--- config.mk ---
export PLATFORM = sky130hd
export DESIGN_NAME = uart_tx_frame_flat
export DESIGN_NICKNAME = d
export VERILOG_FILES = /design/src/rtl/uart_tx_frame_pkg.sv /design/src/rtl/uart_tx_frame_if.sv /design/src/rtl/uart_tx_frame_baud_table.sv /design/src/rtl/uart_tx_frame.sv /design/src/flat_wrapper.sv
export SDC_FILE = /design/constraint.sdc
export NUM_CORES = 1
export LEC_CHECK = 0
export CAP_MARGIN = 20
export CORE_ASPECT_RATIO = 1.2
export CORE_UTILIZATION = 51
export CTS_CLUSTER_SIZE = 24
export DETAILED_ROUTE_END_ITERATION = 10
export PLACE_DENSITY = 0.86
export SLEW_MARGIN = 20
export SYNTH_ARGS = -nofsm -noshare
export SYNTH_HDL_FRONTEND = slang
export SYNTH_SLANG_ARGS = --single-unit
--- constraint.sdc ---
create_clock -name CLOCK -period 2 [get_ports CLOCK]
set_clock_uncertainty 0.1 [all_clocks]
set_input_delay 0.3 -clock CLOCK [delete_from_list [all_inputs] [get_ports CLOCK]]
set_output_delay 0.3 -clock CLOCK [all_outputs]
set_load 0.005 [all_outputs]
--- src/rtl/uart_tx_frame_pkg.sv ---
// Shared UART constants, frame-state encoding and baud helpers for TX and RX.
// Latency: n/a (declarations only).
// Backpressure: n/a.
package uart_pkg;

    // One 8N1 frame: start, eight data bits, stop.
    localparam int unsigned UART_FRAME_SLOTS = 10;
    localparam int unsigned UART_DATA_BITS   = 8;
    // Slot index width; holds 0..9 plus the one-past-stop lookup.
    localparam int unsigned UART_SLOT_W      = 4;

    // Default baud definition shared with the receiver: base count per bit
    // plus a per-slot +1 correction that spreads the fractional part.
    localparam int unsigned                   UART_BIT_CNT  = 168;
    localparam logic [UART_FRAME_SLOTS-1:0]   UART_BIT_MASK = 10'h3df;

    typedef enum logic [1:0] {
        IDLE  = 2'd0,
        START = 2'd1,
        DATA  = 2'd2,
        STOP  = 2'd3
    } uart_tx_state_t;

    // Total clocks in one frame for a given baud definition.
    function automatic int unsigned uart_frame_cycles(
        input int unsigned                 bit_cnt,
        input logic [UART_FRAME_SLOTS-1:0] mask
    );
        int unsigned n;
        n = bit_cnt * UART_FRAME_SLOTS;
        for (int i = 0; i < UART_FRAME_SLOTS; i++) begin
            n = n + 32'(mask[i]);
        end
        return n;
    endfunction

endpackage

--- src/rtl/uart_tx_frame_if.sv ---
// Byte handshake between a producer and the UART transmitter.
// Latency: n/a (wires only).
// Backpressure: producer holds tx_valid/tx_data until it sees tx_ready at a rising edge.
interface uart_tx_frame_if;
    import uart_pkg::*;

    logic [UART_DATA_BITS-1:0] tx_data;
    logic                      tx_valid;
    logic                      tx_ready;

    modport master (
        output tx_data,
        output tx_valid,
        input  tx_ready
    );

    modport slave (
        input  tx_data,
        input  tx_valid,
        output tx_ready
    );

endinterface

--- src/rtl/uart_tx_frame_baud_table.sv ---
// Slot index to bit-period lookup: base count plus that slot's one-bit correction.
// Latency: combinational.
// Backpressure: none.
module uart_baud_table import uart_pkg::*; #(
    parameter int unsigned                 WIDTH      = 8,
    parameter int unsigned                 BIT_CNT    = UART_BIT_CNT,
    parameter logic [UART_FRAME_SLOTS-1:0] BIT_MASK   = UART_BIT_MASK,
    // Receiver variant: slot 0 returns half a period so sampling lands mid-bit.
    parameter bit                          HALF_START = 1'b0
) (
    input  logic [UART_SLOT_W-1:0] slot_i,
    output logic [WIDTH-1:0]       period_o
);

    localparam logic [WIDTH-1:0] BASE = WIDTH'(BIT_CNT);

    logic             corr;
    logic [WIDTH-1:0] full_period;

    // Indices past the stop slot carry no correction; callers never use them.
    always_comb begin
        corr = 1'b0;
        if (slot_i < UART_SLOT_W'(UART_FRAME_SLOTS)) begin
            corr = BIT_MASK[slot_i];
        end
        full_period = BASE + WIDTH'(corr);
        period_o    = full_period;
        if (HALF_START && (slot_i == '0)) begin
            period_o = full_period >> 1;
        end
    end

endmodule

--- src/rtl/uart_tx_frame.sv ---
// 8N1 UART transmitter: one byte per handshake, registered tx line, per-slot bit periods.
// Latency: start bit appears on the edge that accepts the byte; a frame lasts the sum of ten slot periods.
// Backpressure: tx_ready is low for the whole frame; tx_valid is ignored until the line is idle again.
module uart_tx_frame import uart_pkg::*; #(
    parameter int unsigned                 WIDTH    = 8,
    parameter int unsigned                 BIT_CNT  = UART_BIT_CNT,
    parameter logic [UART_FRAME_SLOTS-1:0] BIT_MASK = UART_BIT_MASK
) (
    input  logic           CLOCK,
    input  logic           RESET_N,
    uart_tx_frame_if.slave tx_if,
    output logic           tx,
    output logic           busy
);

    // Refuse to build a counter that cannot hold the longest slot.
    if (WIDTH < 8) begin : g_chk_width
        $error("uart_tx_frame: WIDTH must be at least 8");
    end
    if (BIT_CNT < 1) begin : g_chk_min
        $error("uart_tx_frame: BIT_CNT must be at least 1");
    end
    if ((64'(BIT_CNT) + 64'd1) > ((64'd1 << WIDTH) - 64'd1)) begin : g_chk_ovf
        $error("uart_tx_frame: BIT_CNT+1 does not fit in WIDTH bits");
    end

    uart_tx_state_t              state_q, state_d;
    logic [WIDTH-1:0]            cnt_q, cnt_d;
    logic [UART_SLOT_W-1:0]      slot_q, slot_d;
    logic [UART_DATA_BITS-1:0]   shift_q, shift_d;
    logic                        tx_q, tx_d;
    logic                        rdy_q, rdy_d;

    logic [UART_SLOT_W-1:0]      period_idx;
    logic [WIDTH-1:0]            period;
    logic                        cnt_zero;
    logic                        accept;
    logic                        last_data;

    assign cnt_zero  = (cnt_q == '0);
    // rdy_q mirrors state_q == IDLE, so accepting needs no path from tx_valid to tx_ready.
    assign accept    = (state_q == IDLE) && tx_if.tx_valid;
    assign last_data = (slot_q == UART_SLOT_W'(UART_DATA_BITS));

    // Period for the slot about to be entered: slot 0 from idle, otherwise the next slot.
    assign period_idx = (state_q == IDLE) ? '0 : (slot_q + UART_SLOT_W'(1));

    uart_baud_table #(
        .WIDTH      (WIDTH),
        .BIT_CNT    (BIT_CNT),
        .BIT_MASK   (BIT_MASK),
        .HALF_START (1'b0)
    ) u_baud (
        .slot_i   (period_idx),
        .period_o (period)
    );

    // FSM state register.
    always_ff @(posedge CLOCK or negedge RESET_N) begin
        if (!RESET_N) begin
            state_q <= IDLE;
        end else begin
            state_q <= state_d;
        end
    end

    // FSM next state: advance one phase whenever the current slot's counter expires.
    always_comb begin
        state_d = state_q;
        case (state_q)
            IDLE:    if (accept)                 state_d = START;
            START:   if (cnt_zero)               state_d = DATA;
            DATA:    if (cnt_zero && last_data)  state_d = STOP;
            STOP:    if (cnt_zero)               state_d = IDLE;
            default:                             state_d = IDLE;
        endcase
    end

    // Datapath next state: bit counter, slot index and shift register.
    always_comb begin
        cnt_d   = cnt_q;
        slot_d  = slot_q;
        shift_d = shift_q;
        case (state_q)
            IDLE: begin
                if (accept) begin
                    shift_d = tx_if.tx_data;
                    cnt_d   = period - WIDTH'(1);
                    slot_d  = '0;
                end
            end
            START, DATA: begin
                if (cnt_zero) begin
                    cnt_d  = period - WIDTH'(1);
                    slot_d = slot_q + UART_SLOT_W'(1);
                    if (state_q == DATA) begin
                        shift_d = shift_q >> 1;
                    end
                end else begin
                    cnt_d = cnt_q - WIDTH'(1);
                end
            end
            STOP: begin
                if (cnt_zero) begin
                    slot_d = '0;
                end else begin
                    cnt_d = cnt_q - WIDTH'(1);
                end
            end
            default: begin
                cnt_d  = '0;
                slot_d = '0;
            end
        endcase
    end

    // Output decode from the next state so tx and tx_ready are flops that change with the state.
    always_comb begin
        tx_d  = 1'b1;
        rdy_d = 1'b0;
        case (state_d)
            IDLE:    rdy_d = 1'b1;
            START:   tx_d  = 1'b0;
            DATA:    tx_d  = shift_d[0];
            STOP:    tx_d  = 1'b1;
            default: tx_d  = 1'b1;
        endcase
    end

    // Datapath and output registers; reset drives the line high immediately.
    always_ff @(posedge CLOCK or negedge RESET_N) begin
        if (!RESET_N) begin
            cnt_q   <= '0;
            slot_q  <= '0;
            shift_q <= '0;
            tx_q    <= 1'b1;
            rdy_q   <= 1'b1;
        end else begin
            cnt_q   <= cnt_d;
            slot_q  <= slot_d;
            shift_q <= shift_d;
            tx_q    <= tx_d;
            rdy_q   <= rdy_d;
        end
    end

    assign tx             = tx_q;
    assign tx_if.tx_ready = rdy_q;
    assign busy           = ~rdy_q;

endmodule

--- src/flat_wrapper.sv ---
// flat-port wrapper written by rule: the top's interface ports become plain ports
module uart_tx_frame_flat import uart_pkg::*;
#(
    parameter int unsigned                 WIDTH    = 8,
    parameter int unsigned                 BIT_CNT  = UART_BIT_CNT,
    parameter logic [UART_FRAME_SLOTS-1:0] BIT_MASK = UART_BIT_MASK
)
  (CLOCK, RESET_N, tx, busy, tx_if_tx_data, tx_if_tx_valid, tx_if_tx_ready);
  uart_tx_frame_if tx_if_i ();
  input  logic CLOCK;
  input  logic RESET_N;
  output logic tx;
  output logic busy;
  input wire logic [$bits(tx_if_i.tx_data)-1:0] tx_if_tx_data;
  input wire logic [$bits(tx_if_i.tx_valid)-1:0] tx_if_tx_valid;
  output wire logic [$bits(tx_if_i.tx_ready)-1:0] tx_if_tx_ready;
  assign tx_if_i.tx_data = tx_if_tx_data;
  assign tx_if_i.tx_valid = tx_if_tx_valid;
  assign tx_if_tx_ready = tx_if_i.tx_ready;
  uart_tx_frame #(.WIDTH(WIDTH), .BIT_CNT(BIT_CNT), .BIT_MASK(BIT_MASK)) u_core (.CLOCK(CLOCK), .RESET_N(RESET_N), .tx_if(tx_if_i), .tx(tx), .busy(busy));
endmodule
==> Word-level counts from Yosys, hierarchy flattened <==
Memories as Yosys holds them, arrays and structs flattened.
Index checks and enable logic that the tools add are counted.
{ "totals": {"ram_bits": 0, "latch_bits": 0, "mem_count": 1, "mem_bits_ro": 16, "out_inout_bits": 3, "register_bits": 24, "elab_cells": 58} }
{ "mem_list": {"columns": ["memory", "words", "width", "read_ports", "rd_clocked_by_memory_dff", "write_ports", "line_no", "text"], "rows": [
  ["(no name shown)", 16, 1, 1, 0, 0, "uart_tx_frame_baud_table.sv:24", "corr = BIT_MASK[slot_i];"]
]} }
{ "classes": {"muxes": 22, "n_addsub": 4, "order_cmp": 2, "n_bitwise": 1, "shifts": 0, "n_div": 0, "n_eq_ne": 11, "n_reduce_logical": 10, "n_mul": 0} }
{ "op_table": {"columns": ["cell", "count"], "rows": [
  ["two-way mux 8 bit", 6],
  ["one-hot mux 8 bit (3 select lines)", 1],
  ["two-way mux 4 bit", 4],
  ["one-hot mux 8 bit (2 select lines)", 1],
  ["subtractor 8 x 1 -> 8 bit, second input constant", 2],
  ["one-hot mux 4 bit (3 select lines)", 1],
  ["adder 8 x 1 -> 8 bit, first input constant", 1],
  ["zero test 8 bit", 1],
  ["two-way mux 2 bit", 4],
  ["inequality test 2 x 1 -> 1 bit, second input constant", 4],
  ["one-hot mux 2 bit (4 select lines)", 1],
  ["equality test 2 bit, second input constant", 3],
  ["less-than comparator 4 x 5 -> 1 bit, second input constant", 1],
  ["adder 4 x 1 -> 4 bit, second input constant", 1],
  ["equality test 2 x 1 -> 1 bit, second input constant", 2],
  ["equality test 4 bit, second input constant", 1],
  ["zero test 2 bit", 2],
  ["less-than comparator 4 bit, second input constant", 1],
  ["AND reduction 4 bit", 1],
  ["two-way mux 1 bit", 3],
  ["AND reduction 3 bit", 1],
  ["logical AND 1 bit", 2],
  ["inequality test 2 bit, second input constant", 1],
  ["one-hot mux 1 bit (2 select lines)", 1],
  ["4 further kinds", 4]
]} }

==> Logic depth before layout (Yosys ltp) <==
Gate-level depths: netlist (run 1).
{ "logic_depth": {"ltp_word": 9, "depth_mapped": 8} }

==> Hierarchy <==
Synthesis (run 1) repeated with hierarchy kept, for this count alone.
{ "hier_totals": {"cells_unflattened": 200, "area_unflattened_um2": 1775.5} }
{ "modules_own_cells": {"columns": ["mod", "area_each_um2", "instances", "cells_each"], "rows": [
  ["uart_tx_frame", 1695.4, 1, 188],
  ["uart_baud_table", 80.1, 1, 12]
]} }

==> Worst setup path after synthesis (run 1) <==
Ideal clock, no wire load.
{ "synth_timing": {"path_type": "register -> register", "start": "reg u_core.cnt_q[0]", "end": "reg u_core.tx_q, in the netlist u_core.tx", "path_stages_with_launch": 9, "period_less_slack_ns": 2.006, "t_required_ns": 1.806, "setup_slack_ns": -0.006, "n_path_buf": 1, "t_arrival_ns": 1.813, "cell_sequence": "dfrtp_1 inv_1 ha_1 or4b_1 nor2_2 buf_6 a21oi_1 a221oi_1 a31oi_1"} }
{ "synth_between": {"elab_chain_cells": 6, "elab_cells_between_ends": 11, "classes_between": "2 x eq/ne; 7 x mux; 2 x reduce/logical"} }
{ "synth_rtl": {"columns": ["element", "line_no", "text"], "rows": [
  ["from (decl)", "uart_tx_frame.sv:28", "logic [WIDTH-1:0] cnt_q, cnt_d;"],
  ["from (signal assigned)", "uart_tx_frame.sv:139", "cnt_q <= cnt_d;"],
  ["zero test 8 bit *", "uart_tx_frame.sv:40", "assign cnt_zero = (cnt_q == '0);"],
  ["logical AND 1 bit", "uart_tx_frame.sv:73", "DATA: if (cnt_zero && last_data) state_d = STOP;"],
  ["two-way mux 2 bit", "uart_tx_frame.sv:73", null],
  ["one-hot mux 2 bit (4 select lines)", "uart_tx_frame.sv:70", "case (state_q)"],
  ["equality test 2 bit / equality test 2 x 1 -> 1 bit (equally long branches)", "uart_tx_frame.sv:121", "case (state_d)"],
  ["one-hot mux 1 bit (2 select lines) *", "uart_tx_frame.sv:121", null],
  ["named net u_core.tx_d", "uart_tx_frame.sv:31", "logic tx_q, tx_d;"],
  ["to (signal assigned)", "uart_tx_frame.sv:142", "tx_q <= tx_d;"],
  ["to (decl)", "uart_tx_frame.sv:31", null]
]} }
The timed path passes the listed nets; every way through them passes the cells marked *. The select of a mux whose other input is x is not followed.
A chain may end at the register's enable or synchronous reset.

==> Worst setup path after layout (run 1) <==
{ "layout_timing": {"start": "reg u_core.cnt_q[1]", "end": "reg u_core.shift_q[3]"} }
{ "layout_between": {"elab_chain_cells": 3} }
{ "layout_rtl": {"columns": ["element", "line_no", "text"], "rows": [
  ["zero test 8 bit", "uart_tx_frame.sv:40", null],
  ["inequality test 2 x 1 -> 1 bit (no line)", null, null],
  ["AND reduction 4 bit (no line)", null, null],
  ["to (signal assigned)", "uart_tx_frame.sv:141", "shift_q <= shift_d;"],
  ["to (decl)", "uart_tx_frame.sv:30", "logic [UART_DATA_BITS-1:0] shift_q, shift_d;"]
]} }
No other way between the ends.

==> results of run 1 <==
## stage by stage
| step | cells | power (mW) |
|---|---|---|
| floorplan | 168 | 0.496 |
| finish | 245 | 0.782 |
| global placement | 231 | 0.528 |
| global route | 245 | 0.807 |
| CTS | 239 | 0.784 |
| detailed placement | 231 | 0.530 |
## per-layer routing
metal | track usage (%) | routed length [um] | vias to the layer above
met1 | 29.2 | 1550 | 762
met3 | 4.87 | 248 | 25
met5 | 0 | 0 | -
met2 | 45.1 | 2210 | 96
met4 | 16.6 | 172 | 0
li1 | - | - | 705
## how the worst max path moves through the flow
stage | start | to | slack (ns)
global route | u_core.cnt_q[0] | u_core.shift_q[7] | -0.16
finish | u_core.cnt_q[1] | u_core.shift_q[3] | -0.11
floorplan | u_core.cnt_q[0] | u_core.cnt_q[0] | 0.02
CTS | u_core.cnt_q[1] | u_core.shift_q[6] | 0.005
global placement | u_core.cnt_q[0] | u_core.shift_q[1] | -0.03
detailed placement | u_core.cnt_q[0] | u_core.shift_q[6] | -0.11
## synth_stat cells, types with 2 or more instances
master | n | share of area, %
dfstp_2 | 2 | 3.4
clkbuf_1 | 5 | 1.2
ha_1 | 8 | 6.6
a22o_1 | 3 | 1.7
o21ai_0 | 10 | 3.3
nand2_1 | 6 | 1.5
nand2b_1 | 3 | 1.2
nor3_1 | 5 | 1.6
inv_1 | 11 | 2.7
a22oi_1 | 6 | 3.0
nand3b_1 | 2 | 0.98
o22a_1 | 2 | 1.1
nor2_1 | 21 | 5.2
a31oi_1 | 3 | 1.2
a21o_1 | 3 | 1.5
nor2b_1 | 2 | 0.82
dfrtp_1 | 22 | 36
a211oi_1 | 3 | 1.5
o41ai_1 | 2 | 1.1
nand4_1 | 2 | 0.82
nand3_1 | 5 | 1.6
a21oi_1 | 13 | 4.3
## flip-flops by register name, indices dropped and copies added, names as in the netlist
name                   count
u_core.state_q             2
u_core.shift_q             8
u_core.cnt_q               8
u_core.tx_if.tx_ready      1
u_core.slot_q              4
u_core.tx                  1
## final cells by class
class	instances	share of cell area, %
inverters	11	2.03
well taps	34	2.10
clock buffers	4	1.79
multi-input cells	125	44.9
flip-flops and latches	24	29.7
repair buffers	47	19.5
## kinds of logic (layout without fill, tap and decap cells)
logic type      Yosys count  in the layout  share of synthesized area, %
simple gates             58             58                          21.4
compound gates           57             57                          25.7
flops                    24             24                          39.5
buf+inv                  19             62                          5.49
fa+ha+maj                 8              8                          6.56
xor+xnor                  1              1                         0.574
mux                       1              1                         0.738
## timing repair
| action | CTS | global route |
|---|---|---|
| pin swaps | 6 | 7 |
| buffers inserted | 4 | 5 |
| endpoints found under the hold margin | 0 | 0 |
| gates resized for setup | 11 | 13 |
| gates cloned | 0 | 1 |
| endpoints found under the setup margin | 14 | 20 |
## where the power goes
part	leakage (nW)	internal (mW)	switching (mW)	total, mW
Combinational	0.586	0.0203	0.0150	0.0353
Clock	0.0210	0.112	0.150	0.262
Sequential	0.287	0.485	0	0.485
==> metrics.md, run 1 <==
| Metric | Value |
|---|---|
| Status | finished with violations |
| Violated checks | setup timing |
| TNS Setup | -0.636 ns |
| First-pass GRT wire length | 6.07 mm |
| CTS tree | done |
| Share of cells above drive strength 1 | between 20 and 30% |
| Die Ht | ~62 um |
| Cell breakdown of the critical path | inv_2 -> ha_4 -> or4b_4 -> nor2_4 -> and4b_2 -> a22oi_1 -> a21oi_1 |
| Hold-fix buffers, CTS | 0 |
| Worst path slowest cell | or4b_4 |
| Final setup violation count | 13 |
| Sequential share of the synthesized area | between 30% and 40% |
| Post-Route WL | 4.19 mm |
| Initial Utilization | between 50% and 60% |
| Max Cap Viol | 0 |
| Yosys reg bits | 24 |
| Hold_ws | about 0.21 ns |
| Commonest cells after routing, fill and taps aside | 31 x buf_4, 22 x dfrtp_1, 20 x nor2_1 |
| CTS H-tree depth | 1 |
| Crit path depth | 7 |
| Netlist cell types | between 50 and 60 |
| Detailed placer's ending HPWL | 2.78 mm |
| Die ar. | around 3200 um^2 |
| Placer Congestion | between 0.8 and 0.9 |
| Crit path kind | reg -> reg |
| Util after Layout | just over 70% |
| Buffers & Inverters on Critical Path | 1 |
| # nets final | between 200 and 250 |
| Tightest Hold Check Type | in -> async |
| Placed cell area | between 1500 and 2000 um^2 |
| Vias | around 1.6k |
| Synth warnings | 0 |
| DR WL/cell | 17.1 um |
| Dpl ws | -0.111 ns |
| Async SR Flop Fraction | between 90% and 100% |
| Initial drt markers | ~90 |
| Final WS setup | -0.114 ns |
| CTS Sinks | 24 |
| Clock latency on the worst-skew pair | around 0.32 ns |
| Mapped Area | 1530 um^2 |
| Largest net degree at the start of global routing | 25 |
| CP peak stage delay | roughly 0.50 ns |
| Vias per cell | about 6.5 |
| Crit start category | register |
| Grt ovf | 0 |
| Antenna cell count | 0 |
| Req. time, crit path | around 2.2 ns |
| Fmax | 473 MHz |
| Final ANT Viol Nets | 0 |
| CP delay by family, top | simple AND/OR/NAND/NOR gates |
| Critical Path AT | ~2.3 ns |
| Leakage | ~0.9 nW |
| Cell count after synthesis | 168 |
| Row cnt | 21 |
| Ys flop type | dfrtp_1 |
| Crit Path Max Fanout | 7 |
| Fin area | 2030 um^2 |
| Syn_nets | approximately 190 |
| Max Slew Vio Count | 0 |
| Min Tclk post-route | ~2.1 ns |
| Commonest non-fill, non-tap cell in the layout | buf_4 |
| Chip Width | between 50 and 60 um |
| Core region area | between 2000 and 3000 um^2 |
| Final Cycle Share | 106% |
| Layout fillers | roughly 170 |
| Reg area | a little over 600 um^2 |
| Clk slew on worst S/H paths | roughly 0.13 ns |
| 1st-pass router iterations | 5 |
| Worst flop-to-flop path startpoint | u_core.cnt_q[1] |
| R2R setup slack | -0.11 ns |
| Hold Fails Final Rpt | 0 |
| RSZ-0062 raised after global routing | true |
| Multi-input gate area | slightly above 900 um^2 |
| Relative slew slack | 68.1% |
| Reg2reg path depth | 7 |
| Post-synth EDFFs | 0 |
| Worst VDD drop | a little over 400 uV |
| Measured slew at the worst slew-check pin | 0.475 ns |
| I/O Buffers | 13 |
| DRC viols | 0 |
| R2R Path End | u_core.shift_q[3] |
| Vias in the first global route | roughly 1.4k |
| Syn avg cell area | roughly 9 um^2 |
| Maximum clock path buffer count | 2 |
| Power per cell area | 386 nW/um^2 |
| Crit. End Element | register |
| Root buf cell | clkbuf_4 |
| Total clock buffers created by CTS | 3 |
| Area Growth Syn to Fin | 33.0% |
| I/O pin total | 14 |
| Initial antenna violation count | 0 |
| Global Route Usage Sum | 25.9% |
Note: power is estimated with default switching activity, not from simulation.
==> inputs of run 2 (changes only) <==
--- a/config.mk
+++ b/config.mk
@@ -10,8 +10,11 @@
 export CORE_UTILIZATION = 51
 export CTS_CLUSTER_SIZE = 24
 export DETAILED_ROUTE_END_ITERATION = 10
+export GPL_ROUTABILITY_DRIVEN = 1
 export PLACE_DENSITY = 0.86
+export REMOVE_ABC_BUFFERS = 1
 export SLEW_MARGIN = 20
 export SYNTH_ARGS = -nofsm -noshare
 export SYNTH_HDL_FRONTEND = slang
 export SYNTH_SLANG_ARGS = --single-unit
+export TNS_END_PERCENT = 1
==> metrics.md, run 2 (synthesis gave the netlist of run 1 again) <==
| Metric | Value |
|---|---|
| CTS tree | done |
| Hold Fails Final Rpt | 0 (unchanged) |
| RSZ-0062 raised after global routing | true |
| Root buf cell | clkbuf_4 |
| Regs by FF count | u_core.cnt_q: 8 flops, u_core.shift_q: 8 flops, u_core.slot_q: 4 flops |
| Clock latency on the worst-skew pair | 0.33 ns (about the same) |
| Die Ht | 61.9 um (unchanged) |
| Relative slew slack | 63.6% (-4.5 points) |
| Chip Width | 51.9 um (unchanged) |
| Placed cell area | 1880 um^2 (+2.1%) |
| Hold-fix buffers, CTS | 0 (unchanged) |
| Fin area | 2020 um^2 (-0.37%) |
| Vias in the first global route | 1477 (+7.3%) |
| Initial drt markers | 77 (-13%) |
| Final WS setup | -0.0711 ns (+0.0429 ns) |
| First-pass GRT wire length | 6.58 mm (+8.5%) |
| Status | finished with violations |
| Share of cells above drive strength 1 | 29.9% (+0.95 points) |
| Vias per cell | 6.30 (-2.8%) |
| Hold_ws | 0.212 ns (-0.00260 ns) |
| Reg2reg path depth | 7 (unchanged) |
| Final Cycle Share | 104% (-2.1 points) |
| Worst VDD drop | 388 uV (-6.5%) |
| Global Route Usage Sum | 27.8% (+1.9 points) |
| Total clock buffers created by CTS | 3 (unchanged) |
| Initial Utilization | 54.3% (unchanged) |
| Commonest cells after routing, fill and taps aside | 33 x buf_4, 22 x dfrtp_1, 20 x nor2_1 |
| Worst flop-to-flop path startpoint | u_core.cnt_q[1] |
| Post-Route WL | 4.18 mm (about the same) |
| Critical Path AT | 2.23 ns (-0.04 ns) |
| Leakage | 0.881 nW (-1.4%) |
| Crit path kind | reg -> reg |
| Violated checks | setup timing |
| Die ar. | 3220 um^2 (unchanged) |
| Maximum clock path buffer count | 2 (unchanged) |
| Min Tclk post-route | 2.07 ns (-0.0429 ns) |
| Layout fillers | 199 (+15%) |
| Grt ovf | 0 (unchanged) |
| CTS Sinks | 24 (unchanged) |
| Crit Path Max Fanout | 7 (unchanged) |
| Max Slew Vio Count | 0 (unchanged) |
| Placer Congestion | 0.941 (+5.6%) |
| R2R Path End | u_core.shift_q[2] |
| Vias | 1543 (-2.8%) |
| Crit. End Element | register |
| 1st-pass router iterations | 6 (+1) |
| Req. time, crit path | 2.16 ns (about the same) |
| Clk slew on worst S/H paths | 0.15 ns (+0.02 ns) |
| Core region area | 2810 um^2 (unchanged) |
| Power per cell area | 375 nW/um^2 (-2.8%) |
| DR WL/cell | 17.1 um (about the same) |
| I/O Buffers | 13 (unchanged) |
| Max Cap Viol | 0 (unchanged) |
| DRC viols | 0 (unchanged) |
| CTS H-tree depth | 1 (unchanged) |
| Tightest Hold Check Type | in -> async |
| Fmax | 483 MHz (+2.1%) |
| Final ANT Viol Nets | 0 (unchanged) |
| Crit start category | register |
| Largest net degree at the start of global routing | 25 (unchanged) |
| R2R setup slack | -0.07 ns (+0.04 ns) |
| Antenna cell count | 0 (unchanged) |
| Area Growth Syn to Fin | 32.5% |
| Measured slew at the worst slew-check pin | 0.542 ns (+0.0672 ns) |
| Initial antenna violation count | 0 (unchanged) |
| Final setup violation count | 10 (-3) |
| Commonest non-fill, non-tap cell in the layout | buf_4 |
| # nets final | 231 (unchanged) |
| I/O pin total | 14 (unchanged) |
| Detailed placer's ending HPWL | 2.98 mm (+7.5%) |
| Row cnt | 21 (unchanged) |
run 2: metal layers:
layer	track usage, %	vias up	routed length [um]
met1	32.2	749	1630
met2	51.5	75	2200
met5	0	-	0
met4	11.6	0	106
li1	-	706	-
met3	3.89	13	250
run 2: cell type report:
| type | count | area, um^2 | area share [%] |
|---|---|---|---|
| clock buffers | 4 | 26.3 | 1.30 |
| inverters | 11 | 41.3 | 2.04 |
| flip-flops and latches | 24 | 603 | 29.8 |
| multi-input cells | 125 | 920 | 45.5 |
| repair buffers | 47 | 389 | 19.2 |
| well taps | 34 | 42.5 | 2.10 |
run 2: per-stage QoR:
step	power [mW]	setup TNS (ns)	cells	utilization [%]	setup slack, ns
2_1_floorplan	0.496	-1.20	160	-	-0.156
3_3_place_gp	0.527	-0.509	237	66.9	-0.0618
3_5_place_dp	0.528	-1.46	237	66.9	-0.138
4_1_cts	0.753	-0.254	243	69.4	-0.0401
5_1_grt	0.778	-1.42	245	71.9	-0.151
6_report	0.758	-0.418	245	71.9	-0.0711
run 2: worst max-delay path by stage:
| stage | cells past startpoint | slack [ns] | end | from |
|---|---|---|---|---|
| floorplan | 7 | -0.16 | u_core.shift_q[1] | u_core.cnt_q[0] |
| global placement | 7 | -0.06 | u_core.shift_q[1] | u_core.cnt_q[0] |
| detailed placement | 7 | -0.14 | u_core.shift_q[3] | u_core.cnt_q[1] |
| CTS | 7 | -0.04 | u_core.shift_q[3] | u_core.cnt_q[0] |
| global route | 7 | -0.15 | u_core.shift_q[4] | u_core.cnt_q[1] |
| finish | 7 | -0.07 | u_core.shift_q[2] | u_core.cnt_q[1] |
run 2: critical path, stage by stage (launching register included):
cell and delay (ns):
dfrtp_1 0.41, inv_2 0.08, ha_4 0.13, or4b_4 0.50
nor2_4 0.15, and4b_2 0.34, a22oi_1 0.12, a21oi_1 0.16
run 2: repair_timing:
action / in CTS / in global routing
gates resized for setup: 6 / 21
endpoints found under the setup margin: 18 / 24
buffers inserted: 2 / 2
pin swaps: 5 / 18
cloned: 0 / 0
run 2: where the power goes:
| part | total, mW | internal (mW) | switching, mW |
|---|---|---|---|
| logic | 0.0338 | 0.0191 | 0.0147 |
| clock network | 0.238 | 0.0783 | 0.160 |
| registers | 0.486 | 0.486 | 0 |
==> variant 1, RTL diff (settings of run 1) <==
`HALF_START` is set to 1'b0 in 2 places; all go to 1'b1.
--- a/src/rtl/uart_tx_frame_baud_table.sv
+++ b/src/rtl/uart_tx_frame_baud_table.sv
@@ -8,3 +8,3 @@
     // Receiver variant: slot 0 returns half a period so sampling lands mid-bit.
-    parameter bit                          HALF_START = 1'b0
+    parameter bit                          HALF_START = 1'b1
 ) (
--- a/src/rtl/uart_tx_frame.sv
+++ b/src/rtl/uart_tx_frame.sv
@@ -51,3 +51,3 @@
         .BIT_MASK   (BIT_MASK),
-        .HALF_START (1'b0)
+        .HALF_START (1'b1)
     ) u_baud (
Behaviour: no difference found for any inputs over 10 cycles, from zero or initial values and one cycle with RESET_N low; that may be too few to reach the edited logic, so the function may still have changed.
==> variant 1 against run 1 <==
First-iteration DRC count decreased by 16%. Non-clock buffer count decreased by 5. Worst hold slack got worse by 11 ps. Sequential cell count unchanged. Cell area increased by 3.9%. Final cell count increased by 0.41%. Total power increased by 1.2%. Setup slack improved by 130 ps. Critical path depth decreased by 1. Largest power group unchanged. Synthesized area increased by 5.7%. Utilization decreased by 2.6 points. Wire length increased by 9.4%.
==> variant 1: results (changes against run 1) <==
Outcome
  – Status: complete, no violations (was finished, violations left)

Finish
  – Filler cells: 236 (was 173)
  – Share of layout cells above drive strength 1: 30.95% (was 28.91%)

Logic synthesis
  – Synth Instances: 171 (was 168)
  – Most frequent cells after synthesis: 22 x dfrtp_1, 15 x a22o_1, 13 x nand2_1 (was 22 x dfrtp_1, 21 x nor2_1, 13 x a21oi_1)
  – Syn Nets: 189 (was 187)
  – Sequential element share of the synthesized area: 37.39% (was 39.51%)
  – Cell variety after synth: 55 (was 51)
  – Leading post-synthesis cells by cell area: dfrtp_1 34%, a22o_1 8.1%, ha_1 5.4% (was dfrtp_1 36%, ha_1 6.6%, nor2_1 5.2%)

GRT
  – Met3 usage: 2.899% (was 4.866%)
  – Met2 usage: 49.53% (was 45.05%)
  – First-pass GRT wire length: 6982 um (was 6065 um)
  – Number of global-route vias before repair: 1544 (was 1377)
  – Met1 GRT Util: 32.16% (was 29.25%)

Power
  – Int Power: 0.0006187 W (was 0.0006173 W)
  – VDD IR max: 333.1 uV (was 414.4 uV)
  – Leakage: 0.8716 nW (was 0.8940 nW)

Setup path
  – CP Data Arrival Time: 2120 ps (was 2270 ps)
  – Worst reg2reg path depth: 6 (was 7)
  – Slowest CP cell: dfrtp_1 (was or4b_4)
  – Reg2Reg Capture Point: u_core.cnt_q[5] (was u_core.shift_q[3])
  – Reg2reg start: u_core.cnt_q[6] (was u_core.cnt_q[1])
  – Worst R2R Setup Slack: 20 ps (was -110 ps)

Placed design
  – HPWL after DPL: 3100 um (was 2778 um)
  – Cells after DPL: 232 (was 231)
  – DP Area: 1892 um2 (was 1843 um2)
  – Routability cong.: 0.9454 (was 0.8910)

STA
  – Worst Tran Pin Value: 495.8 ps (was 475.1 ps)
  – Hold slack: 203.7 ps (was 214.8 ps)

Drt
  – Iter 0 DRT Violations: 74 (was 88)
  – Via density per instance: 6.398 (was 6.482)
  – 1st-pass router iterations: 4 (was 5)
  – Drt total wl: 4581 um (was 4188 um)
==> variant 1: timing repair <==
item,in CTS,in global routing
setup endpoints to repair,19,21
resized for setup,9,18
pin swaps,0,7
setup buffers,3,7
==> variant 1: layout make-up <==
class / instances / area (um2) / area share [%]
clock buffer: 4 / 36.28 / 1.721
inverter: 12 / 45.04 / 2.137
multi-input combinational: 128 / 1030 / 48.84
sequential: 24 / 604.3 / 28.66
tap: 36 / 45.04 / 2.137
timing repair buffer: 42 / 347.8 / 16.50
==> variant 1: through the flow <==
step           total power, W  TNS (ps)  utilization, %  setup WS, ps
4_1_cts             0.0007865         0           66.03         7.645
5_1_grt             0.0008060    -349.6           69.63        -66.02
3_5_place_dp        0.0005323    -481.2           62.48        -156.3
3_3_place_gp        0.0005314         0           62.48         4.236
2_1_floorplan       0.0004993         0               -         77.96
6_report            0.0007920         0           69.63         17.25
==> variant 1: worst max-delay path by stage <==
stage,start,cells past startpoint,end,slack [ps]
detailed placement,u_core.cnt_q[0],8,u_core.tx,-160
floorplan,u_core.cnt_q[0],8,u_core.cnt_q[3],80
finish,u_core.cnt_q[6],6,u_core.cnt_q[5],20
global route,u_core.cnt_q[6],5,u_core.slot_q[2],-70
global placement,u_core.state_q[0],8,u_core.tx,4
CTS,u_core.state_q[1],7,u_core.tx,8
==> variant 1: power groups by stage <==
stage                      logic [W]  clock network (W)  registers [W]
after floorplan           0.00000304                  0       0.000496
after CTS                  0.0000362           0.000263       0.000487
after global routing       0.0000388           0.000279       0.000488
after global placement     0.0000350                  0       0.000496
after detailed placement   0.0000359                  0       0.000496
final                      0.0000353           0.000269       0.000487
==> variant 1: critical path: cells and delay by family, from the launching register on <==
| family | cells | cell delay (ps) |
|---|---|---|
| AO/OA/AOI/OAI | 2 | 360 |
| flip-flops | 1 | 500 |
| buffers and inverters | 2 | 230 |
| AND/OR/NAND/NOR | 2 | 700 |
==> variant 1: kinds of logic (layout without fill, tap and decap cells) <==
| kind of cell | count (synthesis) | after routing | synth area share [%] |
|---|---|---|---|
| AO/OA/AOI/OAI | 55 | 55 | 26.69 |
| XOR/XNOR | 4 | 4 | 2.173 |
| adder cells (fa/ha/maj) | 7 | 7 | 5.430 |
| buffers and inverters | 19 | 58 | 5.197 |
| flip-flops | 24 | 24 | 37.39 |
| multiplexers | 1 | 1 | 0.6207 |
| AND/OR/NAND/NOR | 61 | 61 | 22.50 |
==> variant 1: per-layer routing <==
| metal | routed length, um | up-vias | part of all wire, % |
|---|---|---|---|
| li1 | - | 721 | - |
| met1 | 1812 | 791 | 40 |
| met4 | 148 | 0 | 3.2 |
| met3 | 164 | 15 | 3.6 |
| met2 | 2456 | 47 | 54 |
| met5 | 0 | - | 0 |
==> variant 2, RTL diff (settings of run 1) <==
Made on the original files. Take the reset off `shift_q` and load it in a clocked block of its own.
--- a/src/rtl/uart_tx_frame.sv
+++ b/src/rtl/uart_tx_frame.sv
@@ -134,3 +134,2 @@
             slot_q  <= '0;
-            shift_q <= '0;
             tx_q    <= 1'b1;
@@ -140,3 +139,2 @@
             slot_q  <= slot_d;
-            shift_q <= shift_d;
             tx_q    <= tx_d;
@@ -144,2 +142,6 @@
         end
+    end
+
+    always_ff @(posedge CLOCK) begin
+        shift_q <= shift_d;
     end
Behaviour: no difference found for any inputs over 10 cycles, from zero or initial values and one cycle with RESET_N low; that may be too few to reach the edited logic, so the function may still have changed.
==> variant 2 against run 1 <==
Cell area decreased by 1.7%. Wire length decreased by 5.7%. Synthesized cell count decreased by 6.0%. Sequential share of layout area increased by 2.0 points. Sequential cell count unchanged. Synthesized area decreased by 0.33%. Clock power decreased by 16%. Setup slack improved by 140 ps. Final cell count decreased by 6.9%. First-iteration DRC count decreased by 44%. Total power decreased by 3.8%. Critical endpoint is now u_core.cnt_q[2]. Largest power group unchanged. Highest routed layer unchanged.
==> variant 2: results (changes against run 1) <==
Setup path
  – CP Data Arrival Time: 2100 ps (was 2270 ps)
  – Critical Path Fanout Max: 5 (was 7)
  – Reg2Reg Capture Point: u_core.cnt_q[2] (was u_core.shift_q[3])
  – Worst R2R Setup Slack: 20 ps (was -110 ps)
  – Reg2reg start: u_core.cnt_q[4] (was u_core.cnt_q[1])

Logic synthesis
  – Cell variety after synth: 50 (was 51)
  – EDFF count, synth: 7 (was 0)
  – Leading post-synthesis cells by cell area: dfrtp_1 23%, edfxtp_1 14%, ha_1 6.6% (was dfrtp_1 36%, ha_1 6.6%, nor2_1 5.2%)
  – Syn Nets: 177 (was 187)
  – Proportion of synthesized area in mux cells: 1.398% (was 0.7377%)
  – XOR/XNOR Fraction of Synth Area: 0.5757% (was 0.5738%)
  – Avg Inst Size Synth: 9.629 um2 (was 9.086 um2)
  – Sequential element share of the synthesized area: 41.61% (was 39.51%)
  – Adder-Cell Fraction of Synth Area: 6.579% (was 6.557%)
  – Post-synthesis compound-gate area fraction: 24.42% (was 25.74%)
  – Post-synthesis async set-or-reset flop share: 66.67% (was 100.0%)

Finish
  – Share of layout cells above drive strength 1: 28.35% (was 28.91%)
  – Nets@finish: 214 (was 231)
  – Filler cells: 200 (was 173)

Outcome
  – Status: complete, no violations (was finished, violations left)

Placed design
  – Cells after DPL: 219 (was 231)
  – DP Area: 1853 um2 (was 1843 um2)
  – Routability cong.: 0.8953 (was 0.8910)

STA
  – Relative slew slack: 67.12% (was 68.08%)

GRT
  – First-pass GRT wire length: 6141 um (was 6065 um)
  – GR Util All Layers: 26.35% (was 25.92%)
  – Number of global-route vias before repair: 1339 (was 1377)

Drt
  – Iter 0 DRT Violations: 49 (was 88)
  – DR WL/cell: 17.33 um (was 17.09 um)
  – Vias after detailed routing: 1396 (was 1588)
  – Via density per instance: 6.123 (was 6.482)

Power
  – Leakage: 0.8204 nW (was 0.8940 nW)
  – VDD IR max: 402.3 uV (was 414.4 uV)

CTS
  – Root buffer cell: clkbuf_4 (unchanged)
## variant 2: cell count changes in the layout (fill, tap and decap cells not counted), moves of 3 or more
| cell | before | now |
|---|---|---|
| a22o_1 | 3 | 9 |
| nor2_1 | 20 | 8 |
| dfrtp_1 | 22 | 14 |
| a211oi_1 | 3 | 0 |
| a21oi_1 | 12 | 9 |
| edfxtp_1 | 0 | 7 |
| a31oi_1 | 3 | 0 |
| buf_4 | 31 | 26 |
| a22oi_1 | 5 | 0 |
| nand2_1 | 6 | 12 |
## variant 2: routing by layer
| metal | share of wire (%) | up-vias | global-route usage (%) |
|---|---|---|---|
| met5 | 0 | - | 0 |
| met4 | 3.1 | 0 | 11.20 |
| met2 | 52 | 50 | 48.53 |
| met1 | 41 | 670 | 29.60 |
| li1 | - | 663 | - |
| met3 | 4.2 | 13 | 5.109 |
## variant 2: critical path: stages (launching register included)
cell and delay (ps):
dfrtp_1 430, buf_4 160, nor4_4 290, buf_4 180, a311o_1 290, o31a_1 150
o21ai_0 70, a31o_2 220
## variant 2: how the worst max path moves through the flow
stage,start,end,slack (ps),cells past startpoint
2_1_floorplan,u_core.state_q[0],u_core.shift_q[1],40,5
3_3_place_gp,u_core.cnt_q[4],u_core.slot_q[2],40,6
3_5_place_dp,u_core.slot_q[0],u_core.cnt_q[3],-40,7
4_1_cts,u_core.cnt_q[5],u_core.slot_q[2],10,6
5_1_grt,u_core.slot_q[0],u_core.cnt_q[3],-60,7
6_report,u_core.cnt_q[4],u_core.cnt_q[2],20,7
## variant 2: power breakdown
| group | total [W] | internal, W | switching [W] |
|---|---|---|---|
| registers | 0.000502 | 0.000502 | 0 |
| logic | 0.0000306 | 0.0000191 | 0.0000115 |
| clock network | 0.000220 | 0.0000730 | 0.000147 |
| total | 0.000753 | 0.000594 | 0.000159 |
## variant 2: repair_timing
| item | in CTS | in global routing |
|---|---|---|
| gates resized for setup | 3 | 17 |
| setup endpoints to repair | 3 | 26 |
| setup buffers | 2 | 3 |
| pin swaps | 0 | 5 |
## variant 2: cell families after synthesis
group	Yosys count
simple gates	53
buf+inv	18
mux	2
flops	24
xor+xnor	1
fa+ha+maj	8
compound gates	52
## variant 2: final cells by class
cell class | instances | area (um2) | share of cell area [%]
inverter | 10 | 37.54 | 1.882
timing repair buffer | 40 | 345.3 | 17.31
clock inverter | 1 | 3.754 | 0.1882
sequential | 24 | 633.1 | 31.74
clock buffer | 3 | 22.52 | 1.129
tap | 34 | 42.54 | 2.133
multi-input combinational | 116 | 909.6 | 45.61
